==> src/rtl/lcd_hd44780_responder.sv <==
// HD44780-compatible 8-bit bus receiver: decodes writes, keeps a 2x16 DDRAM image, AC and display flags.
// Define LCD_READBACK_EN to add the LCD_DATA_OUT/LCD_DATA_OE read-back path and RS=1 read AC stepping.
module lcd_hd44780_responder #(
    parameter int POWERUP_CYCLES = 750000,
    parameter int BUSY_CYCLES    = 2000,
    parameter int BUSY_LONG      = 76500
) (
    input  logic       clk,
    input  logic       rst,
    input  logic [7:0] LCD_DATA,
    input  logic       LCD_EN,
    input  logic       LCD_RS,
    input  logic       LCD_RW,
    input  logic       LCD_ON,
    input  logic [4:0] rd_addr,
    output logic [7:0] rd_data,
    output logic [6:0] addr_cnt,
    output logic       disp_on,
    output logic       cursor_on,
    output logic       blink_on,
    output logic       entry_inc,
    output logic       two_line,
    output logic       init_ok,
    output logic       busy,
    output logic       wr_valid,
    output logic       wr_rs,
    output logic [7:0] wr_code,
    output logic       err_timing
`ifdef LCD_READBACK_EN
    ,
    output logic [7:0] LCD_DATA_OUT,
    output logic       LCD_DATA_OE
`endif
);

    localparam logic [1:0] PWR_WAIT = 2'd0;
    localparam logic [1:0] WAIT_FS  = 2'd1;
    localparam logic [1:0] READY    = 2'd2;
    localparam logic [1:0] CLEARING = 2'd3;

    localparam int CNT_MAX = (POWERUP_CYCLES > BUSY_LONG)
                           ? ((POWERUP_CYCLES > BUSY_CYCLES) ? POWERUP_CYCLES : BUSY_CYCLES)
                           : ((BUSY_LONG > BUSY_CYCLES) ? BUSY_LONG : BUSY_CYCLES);
    localparam int CW = $clog2(CNT_MAX + 1);

    logic          en_q, rs_q, rw_q;
    logic [7:0]    data_q;
    logic [1:0]    state_q, state_d;
    logic [CW-1:0] cnt_q, cnt_d;
    logic [6:0]    ac_q, ac_d;
    logic [4:0]    clr_idx_q, clr_idx_d;
    logic [1:0]    fs_cnt_q, fs_cnt_d;
    logic          disp_q, disp_d, cursor_q, cursor_d, blink_q, blink_d;
    logic          entry_inc_q, entry_inc_d, two_line_q, two_line_d, init_ok_q, init_ok_d;
    logic          wr_valid_q, wr_valid_d, wr_rs_q, wr_rs_d, err_q, err_d;
    logic [7:0]    wr_code_q, wr_code_d, rd_data_q;
    logic [7:0]    ddram_q [32];
    logic          mem_we;
    logic [4:0]    mem_waddr;
    logic [7:0]    mem_wdata;
    logic          fall, is_busy;
    logic [5:0]    wmap;

    // AC walks 0x00..0x27 then 0x40..0x67 as one 80-position ring.
    function automatic logic [6:0] ac_step(input logic [6:0] ac, input logic inc);
        logic [6:0] r;
        if (inc) r = (ac == 7'h27) ? 7'h40 : (ac == 7'h67) ? 7'h00 : ac + 7'd1;
        else     r = (ac == 7'h40) ? 7'h27 : (ac == 7'h00) ? 7'h67 : ac - 7'd1;
        return r;
    endfunction

    // {visible, line, column}: only the first 16 cells of each line are mirrored.
    function automatic logic [5:0] ddram_map(input logic [6:0] ac);
        return {(ac[6:4] == 3'b000) || (ac[6:4] == 3'b100), ac[6], ac[3:0]};
    endfunction

    assign fall    = en_q && !LCD_EN;
    assign is_busy = (state_q == PWR_WAIT) || (state_q == CLEARING) || (cnt_q != '0);
    assign wmap    = ddram_map(ac_q);

    always_comb begin
        // NOTE: every signal gets a default first so no path leaves it unassigned (no latches).
        state_d     = state_q;
        cnt_d       = cnt_q;
        ac_d        = ac_q;
        clr_idx_d   = clr_idx_q;
        fs_cnt_d    = fs_cnt_q;
        disp_d      = disp_q;
        cursor_d    = cursor_q;
        blink_d     = blink_q;
        entry_inc_d = entry_inc_q;
        two_line_d  = two_line_q;
        init_ok_d   = init_ok_q;
        err_d       = err_q;
        wr_valid_d  = 1'b0;
        wr_rs_d     = wr_rs_q;
        wr_code_d   = wr_code_q;
        mem_we      = 1'b0;
        mem_waddr   = clr_idx_q;
        mem_wdata   = 8'h20;

        if (state_q == PWR_WAIT) begin
            if (cnt_q <= CW'(1)) begin
                cnt_d   = '0;
                state_d = WAIT_FS;
            end else begin
                cnt_d = cnt_q - CW'(1);
            end
        end else if (cnt_q != '0) begin
            cnt_d = cnt_q - CW'(1);
        end

        if (state_q == CLEARING) begin
            mem_we    = 1'b1;
            clr_idx_d = clr_idx_q + 5'd1;
            if (clr_idx_q == 5'd31) state_d = init_ok_q ? READY : WAIT_FS;
        end

        if (fall && !rw_q) begin
            if (is_busy) begin
                err_d = 1'b1;
            end else if (!(state_q == WAIT_FS && rs_q)) begin
                wr_valid_d = 1'b1;
                wr_rs_d    = rs_q;
                wr_code_d  = data_q;
                cnt_d      = CW'(BUSY_CYCLES);
                if (rs_q) begin
                    mem_we    = wmap[5];
                    mem_waddr = wmap[4:0];
                    mem_wdata = data_q;
                    ac_d      = ac_step(ac_q, entry_inc_q);
                end else begin
                    if (state_q == WAIT_FS) begin
                        if (data_q[7:4] == 4'h3) begin
                            fs_cnt_d = fs_cnt_q + 2'd1;
                            if (fs_cnt_q == 2'd2) begin
                                fs_cnt_d  = 2'd0;
                                state_d   = READY;
                                init_ok_d = 1'b1;
                            end
                        end else begin
                            fs_cnt_d = 2'd0;
                        end
                    end
                    casez (data_q)
                        8'b1???????: ac_d = data_q[6:0];
                        8'b01??????: ;
                        8'b001?????: two_line_d = data_q[3];
                        8'b0001????: if (!data_q[3]) ac_d = ac_step(ac_q, data_q[2]);
                        8'b00001???: begin
                            disp_d   = data_q[2] & LCD_ON;
                            cursor_d = data_q[1];
                            blink_d  = data_q[0];
                        end
                        8'b000001??: entry_inc_d = data_q[1];
                        8'b0000001?: begin
                            ac_d  = 7'h00;
                            cnt_d = CW'(BUSY_LONG);
                        end
                        8'b00000001: begin
                            ac_d        = 7'h00;
                            entry_inc_d = 1'b1;
                            clr_idx_d   = 5'd0;
                            state_d     = CLEARING;
                            cnt_d       = CW'(BUSY_LONG);
                        end
                        default: ;
                    endcase
                end
            end
        end
`ifdef LCD_READBACK_EN
        else if (fall && rs_q && !is_busy) begin
            ac_d = ac_step(ac_q, entry_inc_q);
        end
`endif
    end

    always_ff @(posedge clk or negedge rst) begin
        if (!rst) begin
            en_q        <= 1'b0;
            rs_q        <= 1'b0;
            rw_q        <= 1'b0;
            data_q      <= 8'h00;
            state_q     <= PWR_WAIT;
            cnt_q       <= CW'(POWERUP_CYCLES);
            ac_q        <= 7'h00;
            clr_idx_q   <= 5'd0;
            fs_cnt_q    <= 2'd0;
            disp_q      <= 1'b0;
            cursor_q    <= 1'b0;
            blink_q     <= 1'b0;
            entry_inc_q <= 1'b1;
            two_line_q  <= 1'b0;
            init_ok_q   <= 1'b0;
            err_q       <= 1'b0;
            wr_valid_q  <= 1'b0;
            wr_rs_q     <= 1'b0;
            wr_code_q   <= 8'h00;
            rd_data_q   <= 8'h00;
        end else begin
            // NOTE: sequential state uses non-blocking assignments so every flop sees pre-edge values.
            en_q        <= LCD_EN;
            rs_q        <= LCD_RS;
            rw_q        <= LCD_RW;
            data_q      <= LCD_DATA;
            state_q     <= state_d;
            cnt_q       <= cnt_d;
            ac_q        <= ac_d;
            clr_idx_q   <= clr_idx_d;
            fs_cnt_q    <= fs_cnt_d;
            disp_q      <= disp_d;
            cursor_q    <= cursor_d;
            blink_q     <= blink_d;
            entry_inc_q <= entry_inc_d;
            two_line_q  <= two_line_d;
            init_ok_q   <= init_ok_d;
            err_q       <= err_d;
            wr_valid_q  <= wr_valid_d;
            wr_rs_q     <= wr_rs_d;
            wr_code_q   <= wr_code_d;
            rd_data_q   <= ddram_q[rd_addr];
        end
    end

    // NOTE: the DDRAM array has no reset; its contents survive reset like the real panel's.
    always_ff @(posedge clk) begin
        if (mem_we) ddram_q[mem_waddr] <= mem_wdata;
    end

`ifdef LCD_READBACK_EN
    logic [5:0] rb_map;
    assign rb_map = ddram_map(ac_q);
    always_comb begin
        LCD_DATA_OE  = LCD_RW & LCD_EN;
        LCD_DATA_OUT = LCD_RS ? (rb_map[5] ? ddram_q[rb_map[4:0]] : 8'h00) : {is_busy, ac_q};
    end
`endif

    assign rd_data    = rd_data_q;
    assign addr_cnt   = ac_q;
    assign disp_on    = disp_q;
    assign cursor_on  = cursor_q;
    assign blink_on   = blink_q;
    assign entry_inc  = entry_inc_q;
    assign two_line   = two_line_q;
    assign init_ok    = init_ok_q;
    assign busy       = is_busy;
    assign wr_valid   = wr_valid_q;
    assign wr_rs      = wr_rs_q;
    assign wr_code    = wr_code_q;
    assign err_timing = err_q;

endmodule

==> config.mk <==
export PLATFORM = sky130hd
export DESIGN_NAME = lcd_hd44780_responder
export DESIGN_NICKNAME = d
export VERILOG_FILES = /design/src/rtl/lcd_hd44780_responder.sv
export SDC_FILE = /design/constraint.sdc
export NUM_CORES = 1
export LEC_CHECK = 0
export CORE_UTILIZATION = 40
export CTS_CLUSTER_SIZE = 12
export DETAILED_ROUTE_END_ITERATION = 7
export PLACE_DENSITY_LB_ADDON = 0.2
export SETUP_SLACK_MARGIN = 0.3
export SYNTH_ARGS = -nofsm -noshare
export SYNTH_HDL_FRONTEND = slang
export SYNTH_SLANG_ARGS = --single-unit
==> constraint.sdc <==
create_clock -name clk -period 5 [get_ports clk]
set_input_delay 1 -clock clk [delete_from_list [all_inputs] [get_ports clk]]
set_output_delay 1 -clock clk [all_outputs]
set_load 0.02 [all_outputs]
==> results of run 1 <==
## registers in the layout (all words and copies together) (netlist names), 2 cells and up
name,flops
cnt_q,20
data_q,8
fs_cnt_q,2
rd_data,8
state_q,2
addr_cnt,7
clr_idx_q,5
wr_code,8
ddram_q,256
## placed cells by master, fill, tap and decap left out, types with 3 or more instances in the layout
master / Yosys / layout
edfxtp_1: 256 / 256
nand2_1: 91 / 91
mux4_2: 80 / 80
dfrtp_1: 61 / 61
nand3_1: 51 / 51
clkdlybuf4s50_1: 0 / 48
or3_1: 41 / 41
nor2_1: 40 / 40
clkbuf_16: 0 / 37
nor3_1: 29 / 29
o21ai_0: 22 / 22
buf_4: 0 / 14
xor2_1: 13 / 13
xnor2_1: 11 / 11
mux2_2: 11 / 11
dfstp_2: 11 / 11
inv_1: 10 / 10
ha_1: 10 / 10
and3_1: 9 / 9
clkbuf_1: 28 / 9
a21oi_1: 8 / 8
nor2b_1: 8 / 8
nand2b_1: 8 / 8
nor4_1: 7 / 7
or2_2: 7 / 7
clkinv_1: 0 / 7
nand4_1: 6 / 6
a31oi_1: 6 / 6
nor3b_1: 5 / 5
a21o_1: 4 / 4
o31ai_1: 4 / 4
or4_1: 3 / 3
mux2i_1: 3 / 3
o22ai_1: 3 / 3
inv_6: 0 / 3
clkbuf_8: 0 / 3
clkinv_2: 0 / 3
bufinv_16: 0 / 3
## routing by layer
metal	vias up	routed length [µm]	GRT usage, %
li1	3619	-	-
met5	-	0	0
met3	54	2080	3.45
met1	4121	14900	27.5
met2	244	15700	30.0
met4	0	726	5.15
## kinds of logic (layout without fill, tap and decap cells)
group | count (synthesis) | count (layout) | synth area share, %
buffers and inverters | 59 | 140 | 1.65
AO/OA/AOI/OAI | 66 | 66 | 3.02
flip-flops | 328 | 328 | 67.4
multiplexers | 97 | 97 | 14.2
adder cells (fa/ha/maj) | 10 | 10 | 0.888
AND/OR/NAND/NOR | 316 | 316 | 11.4
XOR/XNOR | 24 | 24 | 1.49
## layout make-up
type                    count  share of cell area [%]
repair buffers             65                    3.88
well taps                 455                    3.50
flip-flops and latches    328                    58.5
clock buffers              49                    6.16
clock inverters            16                   0.970
multi-input cells         513                    26.8
inverters                  10                   0.231
## metrics by stage
| step | hold WS (ns) | cells |
|---|---|---|
| after detailed placement | 0.445 | 1371 |
| after floorplan | 0.483 | 900 |
| after global routing | 0.497 | 1436 |
| after CTS | 0.471 | 1436 |
| after global placement | 0.456 | 1371 |
| final | 0.471 | 1436 |
## how the worst min path moves through the flow
stage	slack, ns	to	cells after the start	startpoint
CTS	0.47	err_timing	1	err_timing
finish	0.47	err_timing	1	err_timing
detailed placement	0.45	err_timing	1	err_timing
global route	0.50	err_timing	1	err_timing
global placement	0.46	err_timing	1	err_timing
floorplan	0.48	state_q[1]	2	state_q[1]
## power groups by stage
stage | sequential, µW | clock, µW | combinational [µW]
after floorplan | 2970 | 0 | 71.2
after global placement | 2980 | 0 | 112
after detailed placement | 2980 | 0 | 112
after CTS | 2920 | 2650 | 112
after global routing | 2920 | 2760 | 119
final | 2920 | 2610 | 109
## synthesized netlist by cell type (2+ instances only)
master,count
o22ai_1,3
xor2_1,13
mux2_4,2
mux2i_1,3
clkbuf_1,28
and2_1,2
nor4_1,7
o21ai_0,22
o211ai_1,2
a31oi_1,6
a221oi_1,2
a21oi_1,8
edfxtp_1,256
mux4_2,80
nor2b_1,8
mux2_2,11
ha_1,10
or2_2,7
o21bai_1,2
buf_1,12
and3_1,9
buf_2,9
nand3_1,51
a21o_1,4
nor3b_1,5
dfstp_2,11
inv_1,10
nor3_1,29
o31ai_1,4
nand2b_1,8
nor2_1,40
nand4_1,6
xnor2_1,11
dfrtp_1,61
a211oi_1,2
or4_1,3
a32oi_1,2
or3_1,41
nand2_1,91
o21ai_2,2
==> reports/metrics.yaml, run 1 <==
status: "finished clean"
vias_per_cell: 5.60
power_density_mw_per_mm2: 347
wl_um: 33400
path_cells: "or4_1 > or3_4 > nor4_1 > buf_4 > nand2_1 > clkdlybuf4s50_1"
ys_async_sr_fraction_pct: 22.0
regArea_mm2: 0.00950
switching_share_pct: 19.8
drc_errors: 0
routed-via-count: 8038
finalSetupViolations: 0
grt_pass1_vias: 7934
crit_end: "busy"
fin_ws_ns: 0.887
io_buffers: 51
dp_slack_ns: 0.995
antenna_cells: 0
synth_area_leaders: "edfxtp_1 55%, mux4_2 13%, dfrtp_1 11%, nand2_1 2.4%, dfstp_2 2.1%"
nNetsFinal: 984
postSynthCellCount: 900
vdd_drop_max_mv: 0.242
start_kind: "flop"
period_needed_ns: 4.11
synth_top_area_share_pct: 54.5
ctsResizeCount: 0
power_uw: 5640
ys_ff_latch: 328
grt_use_total_pct: 19.1
grt_pass1_wl_um: 51000
fin_area_mm2: 0.0163
slew_headroom_pct: 11.7
place.gp.congestion: 0.805
initial_core_util_pct: 40.7
synth_area_mm2: 0.0141
p_sw_uw: 1120
timing_hold_violations_final: 0
grt_max_degree: 73
finalCritPeriodShare_pct: 82.3
ys_warn_count: 0
fin_skew_ns: 0.0268
seq_area_frac_synth_pct: 67.4
critical-path-slowest-cell: "or4_1"
cts_tree: "built"
worst_pin_slew_ns: 1.31
area_growth_pct: 15.3
placed_area_mm2: 0.0151
reg2reg_depth: 8
syn_nets: 929
yosys.area.top_type: "edfxtp_1"
max_cap_violations: 0
clock_latency_ns: 0.52
r2r_start: "cnt_q[3]"
io_pins: 52
critPathMaxStageDelay_ns: 0.68
final_layout_size_suffix_gt1_share_pct: 19.0
multi_input_area_mm2: 0.00436
arrival_ns: 3.11
cts-hold-fix-buffers: 0
grt_overflow: 0
ys_types: 57
seqPwrFrac_pct: 51.9
die_width_um: 190
postCtsSetupRepairBufs: 0
synth-main-ff-cell: "edfxtp_1"
syn_area_per_cell_um2: 15.7
clk_pin_slew_worst_paths_ns: 0.06
antenna_found_initial: 0
htreeDepth: 2
die_h_um: 190
path_depth: 6
cts_root_buf: "clkbuf_16"
hpwl_um: 21400
combPwrFrac_pct: 1.9
max_freq_mhz: 243
path_buf_inv: 2
fp-row-count: 68
numCtsBuffers: 37
cts.sinks: 328
critPathTopFamily: "simple AND/OR/NAND/NOR gates"
rsz0062_at_grt: "false"
fill_cells: 2959
path_class: "reg2out"
critPathCaptureType: "output pin"
p_int_uw: 4520
maxSlewViolCount: 0
die_area_mm2: 0.0360
r2r_slack_ns: 1.55
power.share.clock_pct: 46.2
synth_edf_count: 256
startpoint: "cnt_q[3]"
fp.coreArea_mm2: 0.0346
fin_setup_tns_ns: 0
postRouteAntennaNets: 0
final_util_pct: 47.0
path_max_fanout: 11
cts.path.max_buffers: 3
p_leak_uw: 0.00477
holdCritPathClass: "reg2reg"
drt-initial-drc-count: 787
r2r-end: "ddram_q[14][7]"
routedWlPerCell_um: 23.2
drtPass1Iterations: 7
required_ns: 4.00
Note: power is estimated with default switching activity, not from simulation.
==> run 2: changes to the inputs <==
==> constraint.sdc (replaced) <==
create_clock -name clk -period 3.48 [get_ports clk]
set_input_delay 0.696 -clock clk [delete_from_list [all_inputs] [get_ports clk]]
set_output_delay 0.696 -clock clk [all_outputs]
set_load 0.02 [all_outputs]
==> run 2 against run 1 <==
Against the previous run: cell area grew 0.28%; worst hold slack lost 0.15 ns; power grew 38%; via count shrank 2.0%; routed wire length decreased by 5.1%; die area did not move; critical path depth is 1 lower; setup slack lost 0.42 ns; critical path type unchanged; sequential power is 44% higher; sequential share of layout area decreased by 0.16 points; non-clock buffer count up 15.
==> reports/metrics.yaml, run 2 (synthesis results as in run 1) <==
status: "finished clean"  # unchanged
antenna_cells: 0  # unchanged
die_area_mm2: 0.0360  # unchanged
place.gp.congestion: 0.799  # was 0.805
finalSetupViolations: 0  # unchanged
postRouteAntennaNets: 0  # unchanged
whs_ns: 0.322  # was 0.471 ns
reg.largest.list: "ddram_q x256, cnt_q x20"  # unchanged
slew_headroom_pct: 22.4  # was 11.7%
htreeDepth: 2  # unchanged
timing_hold_violations_final: 0  # unchanged
holdCritPathClass: "in2async"  # was reg2reg
antenna_found_initial: 0  # unchanged
fp.coreArea_mm2: 0.0346  # unchanged
numCtsBuffers: 36  # was 37
max_freq_mhz: 332
clk_pin_slew_worst_paths_ns: 0.06  # about the same
routed-via-count: 7880  # was 8038
io_buffers: 51  # unchanged
largest_register_ffs: 256  # unchanged
io_pins: 52  # unchanged
final_layout_size_suffix_gt1_share_pct: 20.3  # was 19.0%
wl_um: 31700  # was 33400 µm
drt-initial-drc-count: 529  # was 787
max_cap_violations: 0  # unchanged
required_ns: 2.78  # was 4.00 ns
die_h_um: 190  # unchanged
cts.path.max_buffers: 3  # unchanged
rsz0062_at_grt: "false"  # unchanged
critPathMaxStageDelay_ns: 0.55  # was 0.68 ns
initial_core_util_pct: 40.7  # unchanged
hpwl_um: 20700  # was 21400 µm
vdd_drop_max_mv: 0.277  # was 0.242 mV
cts_tree: "built"  # unchanged
path_max_fanout: 5  # was 11
fp-row-count: 68  # unchanged
drtPass1Iterations: 5  # was 7
period_needed_ns: 3.01
start_kind: "flop"  # unchanged
critical-path-slowest-cell: "or4_1"  # unchanged
r2r_slack_ns: 0.48  # was 1.55 ns
cts.sinks: 328  # unchanged
grt_pass1_wl_um: 49500  # was 51000 µm
critPathCaptureType: "output pin"  # unchanged
die_width_um: 190  # unchanged
final_util_pct: 47.1  # was 47.0%
grt_max_degree: 73  # unchanged
grt_use_total_pct: 18.2  # was 19.1%
vias_per_cell: 5.44  # was 5.60
path_cells: "or4_1 > or3_4 > nor4_4 > nand2_2 > buf_2"  # was or4_1 > or3_4 > nor4_1 > buf_4 > nand2_1 > clkdlybuf4s50_1
area_growth_pct: 15.7  # was 15.3%
fill_cells: 2953  # was 2959
r2r-end: "ddram_q[17][6]"  # was ddram_q[14][7]
final_cell_mix: "256 x edfxtp_1, 88 x nand2_1, 80 x mux4_2"  # was 256 x edfxtp_1, 91 x nand2_1, 80 x mux4_2
top_register: "ddram_q"  # unchanged
p_leak_uw: 0.00480  # was 0.00477 µW
mostFrequentLayoutCell: "edfxtp_1"  # unchanged
dp_slack_ns: 0.295  # was 0.995 ns
maxSlewViolCount: 0  # unchanged
path_class: "reg2out"  # unchanged
reg2reg_depth: 8  # unchanged
fin_skew_ns: 0.0189  # was 0.0268 ns
r2r_start: "cnt_q[3]"  # unchanged
fin_setup_tns_ns: 0  # unchanged
finalCritPeriodShare_pct: 86.4
cts_root_buf: "clkbuf_16"  # unchanged
drc_errors: 0  # unchanged
power_density_mw_per_mm2: 478  # was 347 mW/mm²
fin_ws_ns: 0.472  # was 0.887 ns
postCtsSetupRepairBufs: 0  # unchanged
routedWlPerCell_um: 21.9  # was 23.2 µm
grt_overflow: 0  # unchanged
arrival_ns: 2.31  # was 3.11 ns
nNetsFinal: 998  # was 984
worst_pin_slew_ns: 1.15  # was 1.31 ns
grt_pass1_vias: 8226  # was 7934
clock_latency_ns: 0.53  # was 0.52 ns
## run 2: critical path: cells and delay by family, from the launching register on
kind	cells	cell delay [ns]
DFF	1	0.40
and+or+nand+nor	4	1.22
buffers and inverters	1	0.17
## run 2: repair_timing
item	4_1_cts	5_1_grt
pin swaps	0	1
gates resized for setup	6	3
hold buffers	0	0
endpoints found under the setup margin	1	106
## run 2: worst max-delay path by stage
stage	slack, ns	end	startpoint	cells after the start
finish	0.47	busy	cnt_q[3]	5
global route	0.30	ddram_q[1][3]	cnt_q[3]	8
CTS	0.36	busy	cnt_q[3]	5
detailed placement	0.30	ddram_q[13][7]	LCD_EN	7
global placement	0.31	ddram_q[21][5]	LCD_EN	8
floorplan	0.44	ddram_q[0][0]	LCD_EN	9
## run 2: area by class of cell
| cell class | count | area (µm²) | area share [%] |
|---|---|---|---|
| clock inverter | 12 | 85.1 | 0.522 |
| tap | 455 | 569 | 3.49 |
| sequential | 328 | 9500 | 58.3 |
| multi-input combinational | 513 | 4380 | 26.9 |
| inverter | 10 | 37.5 | 0.230 |
| timing repair buffer | 80 | 763 | 4.68 |
| clock buffer | 50 | 963 | 5.91 |
## run 2: through the flow
step	std cells	cell area, µm²	total power (µW)
after CTS	1448	16300	7890
after global routing	1448	16300	8030
after detailed placement	1386	15200	4450
after global placement	1386	15200	4450
final	1448	16300	7800
after floorplan	900	14100	4370
## run 2: routing by layer
metal / vias up / global-route usage (%) / wire length (µm)
met1: 3993 / 25.3 / 14100
met5: - / 0 / 0
met2: 206 / 30.3 / 15400
met4: 0 / 4.37 / 527
li1: 3638 / - / -
met3: 43 / 2.80 / 1610
## run 2: power by group
part,switching [µW],internal (µW),total [µW]
clock,1490,1950,3430
sequential,12.3,4180,4200
combinational,92.1,73.4,165
==> run 3: changes to the inputs <==
--- a/config.mk
+++ b/config.mk
@@ -5,6 +5,7 @@
 export SDC_FILE = /design/constraint.sdc
 export NUM_CORES = 1
 export LEC_CHECK = 0
+export CAP_MARGIN = 40
 export CORE_UTILIZATION = 40
 export CTS_CLUSTER_SIZE = 12
 export DETAILED_ROUTE_END_ITERATION = 7
==> run 3 against run 2 <==
Against the previous run: combinational power is 2% higher; sequential power hardly changed; register-to-register slack better by 0.09 ns; non-clock buffer count is 6 higher; clock-buffer cell count is 4 higher; power is 2.1% higher; global-route usage hardly changed; sequential share of layout area is 0.49 points lower; fmax is 1.0% lower; critical path depth stayed put; clock power is 5% higher; worst hold slack worse by 0.19 ns; critical endpoint unchanged; largest power group unchanged; highest routed layer unchanged.
==> reports/metrics.yaml, run 3 (synthesis results as in run 1) <==
status: "finished clean"  # unchanged
critPathCaptureType: "output pin"  # unchanged
vdd_drop_max_mv: 0.378  # was 0.277 mV
final_cells: 1457  # was 1448
switching_share_pct: 20.2  # was 20.4%
cts_root_buf: "clkbuf_16"  # unchanged
die_width_um: 190  # unchanged
finalCritPeriodShare_pct: 87.3  # was 86.4%
rsz0062_at_grt: "false"  # unchanged
grt_pass1_wl_um: 49400  # was 49500 µm
seqPwrFrac_pct: 52.7  # was 53.8%
path_class: "reg2out"  # unchanged
mostFrequentLayoutCell: "edfxtp_1"  # unchanged
clk_pin_slew_worst_paths_ns: 0.06  # about the same
grt_use_total_pct: 18.2  # about the same
routed-via-count: 7921  # was 7880
max_freq_mhz: 329  # was 332 MHz
wl_um: 31900  # was 31700 µm
hpwl_um: 20800  # was 20700 µm
power_density_mw_per_mm2: 484  # was 478 mW/mm²
drc_errors: 0  # unchanged
drtPass1Iterations: 5  # unchanged
grt_max_degree: 66  # was 73
critPathMaxStageDelay_ns: 0.53  # was 0.55 ns
nNetsFinal: 1004  # was 998
reg2reg_depth: 8  # unchanged
path_cells: "or4_1 > or3_4 > nor4_4 > nand2_1 > buf_2"  # was or4_1 > or3_4 > nor4_4 > nand2_2 > buf_2
cts.sinks: 328  # unchanged
fin_skew_ns: 0.0200  # was 0.0189 ns
top_register: "ddram_q"  # unchanged
max_cap_violations: 0  # unchanged
drt-initial-drc-count: 516  # was 529
io_pins: 52  # unchanged
die_area_mm2: 0.0360  # unchanged
antenna_cells: 0  # unchanged
numCtsBuffers: 36  # unchanged
die_h_um: 190  # unchanged
whs_ns: 0.132  # was 0.322 ns
htreeDepth: 2  # unchanged
power.share.clock_pct: 45.1  # was 44.0%
antenna_found_initial: 0  # unchanged
r2r_start: "cnt_q[2]"  # was cnt_q[3]
required_ns: 2.78  # about the same
routedWlPerCell_um: 21.9  # about the same
maxSlewViolCount: 0  # unchanged
area_growth_pct: 16.7  # was 15.7%
fin_setup_tns_ns: 0  # unchanged
start_kind: "flop"  # unchanged
fill_cells: 2949  # was 2953
cts.path.max_buffers: 3  # unchanged
critical-path-slowest-cell: "or4_1"  # unchanged
r2r-end: "ddram_q[18][0]"  # was ddram_q[17][6]
arrival_ns: 2.34  # was 2.31 ns
dp_cells: 1390  # was 1386
p_int_uw: 6350  # was 6200 µW
p_leak_uw: 0.00487  # was 0.00480 µW
slew_headroom_pct: 40.2  # was 22.4%
fp-row-count: 68  # unchanged
clock_latency_ns: 0.53  # about the same
period_needed_ns: 3.04  # was 3.01 ns
worst_pin_slew_ns: 0.890  # was 1.15 ns
holdCritPathClass: "in2async"  # unchanged
initial_core_util_pct: 40.7  # unchanged
combPwrFrac_pct: 2.1  # about the same
reg.largest.list: "ddram_q x256, cnt_q x20"  # unchanged
vias_per_cell: 5.44  # about the same
cts-hold-fix-buffers: 0  # unchanged
finalSetupViolations: 0  # unchanged
p_sw_uw: 1600  # was 1590 µW
postRouteAntennaNets: 0  # unchanged
timing_hold_violations_final: 0  # unchanged
place.gp.congestion: 0.799  # unchanged
final_cell_mix: "256 x edfxtp_1, 88 x nand2_1, 80 x mux4_2"  # unchanged
grt_overflow: 0  # unchanged
largest_register_ffs: 256  # unchanged
grt_pass1_vias: 8206  # was 8226
io_buffers: 51  # unchanged
cts_tree: "built"  # unchanged
fp.coreArea_mm2: 0.0346  # unchanged
path_max_fanout: 5  # unchanged
final_layout_size_suffix_gt1_share_pct: 21.2  # was 20.3%
r2r_slack_ns: 0.57  # was 0.48 ns
-- run 3: cell count changes in the layout (fill, tap and decap cells not counted), sizes merged --
cell	delta
buf	+5
bufinv	+1
clkinv	-2
clkbuf	+5
-- run 3: critical path, delay by kind of cell, from the launching register on --
family                 cells  cell delay, ns
AND/OR/NAND/NOR            4            1.22
flip-flops                 1            0.41
buffers and inverters      1            0.18
-- run 3: worst max-delay path by stage --
stage | end | from | cells after the start | slack, ns
4_1_cts | busy | cnt_q[3] | 5 | 0.33
3_5_place_dp | ddram_q[21][2] | cnt_q[3] | 8 | 0.26
3_3_place_gp | ddram_q[21][5] | LCD_EN | 8 | 0.31
2_1_floorplan | ddram_q[0][0] | LCD_EN | 9 | 0.44
6_report | busy | cnt_q[2] | 5 | 0.44
5_1_grt | busy | cnt_q[2] | 5 | 0.35
-- run 3: area by class of cell --
cell class	instances	area (µm²)	area share (%)
repair buffers	86	833	5.07
clock buffers	54	1010	6.13
flip-flops and latches	328	9500	57.8
well taps	455	569	3.46
clock inverters	11	106	0.647
inverters	10	37.5	0.228
multi-input cells	513	4380	26.7
-- run 3: per-stage QoR --
stage	setup WS (ns)	instance area, µm²	total power (µW)	utilization, %
finish	0.440	16400	7960	47.5
global route	0.353	16400	8190	47.5
CTS	0.330	16400	8040	47.4
detailed placement	0.258	15300	4450	44.1
global placement	0.311	15200	4450	44.0
floorplan	0.437	14100	4370	-
-- run 3: layer usage --
metal | wire [µm] | vias to the layer above | part of all wire, % | track usage, %
li1 | - | 3643 | - | -
met1 | 14700 | 4026 | 46 | 25.2
met2 | 15200 | 197 | 48 | 30.0
met3 | 1400 | 55 | 4.4 | 2.88
met4 | 684 | 0 | 2.1 | 5.02
met5 | 0 | - | 0 | 0
-- run 3: power by group through the flow --
| stage | Sequential [µW] | Clock [µW] | Combinational, µW |
|---|---|---|---|
| after global placement | 4280 | 0 | 172 |
| final | 4200 | 3590 | 169 |
| after global routing | 4200 | 3810 | 185 |
| after CTS | 4200 | 3670 | 175 |
| after detailed placement | 4280 | 0 | 175 |
| after floorplan | 4270 | 0 | 102 |
-- run 3: what timing repair did --
item                       4_1_cts  5_1_grt
buffers inserted                 0        1
pin swaps                        0        2
setup endpoints to repair       71      145
cloned                           0        1
resized for setup                6        6
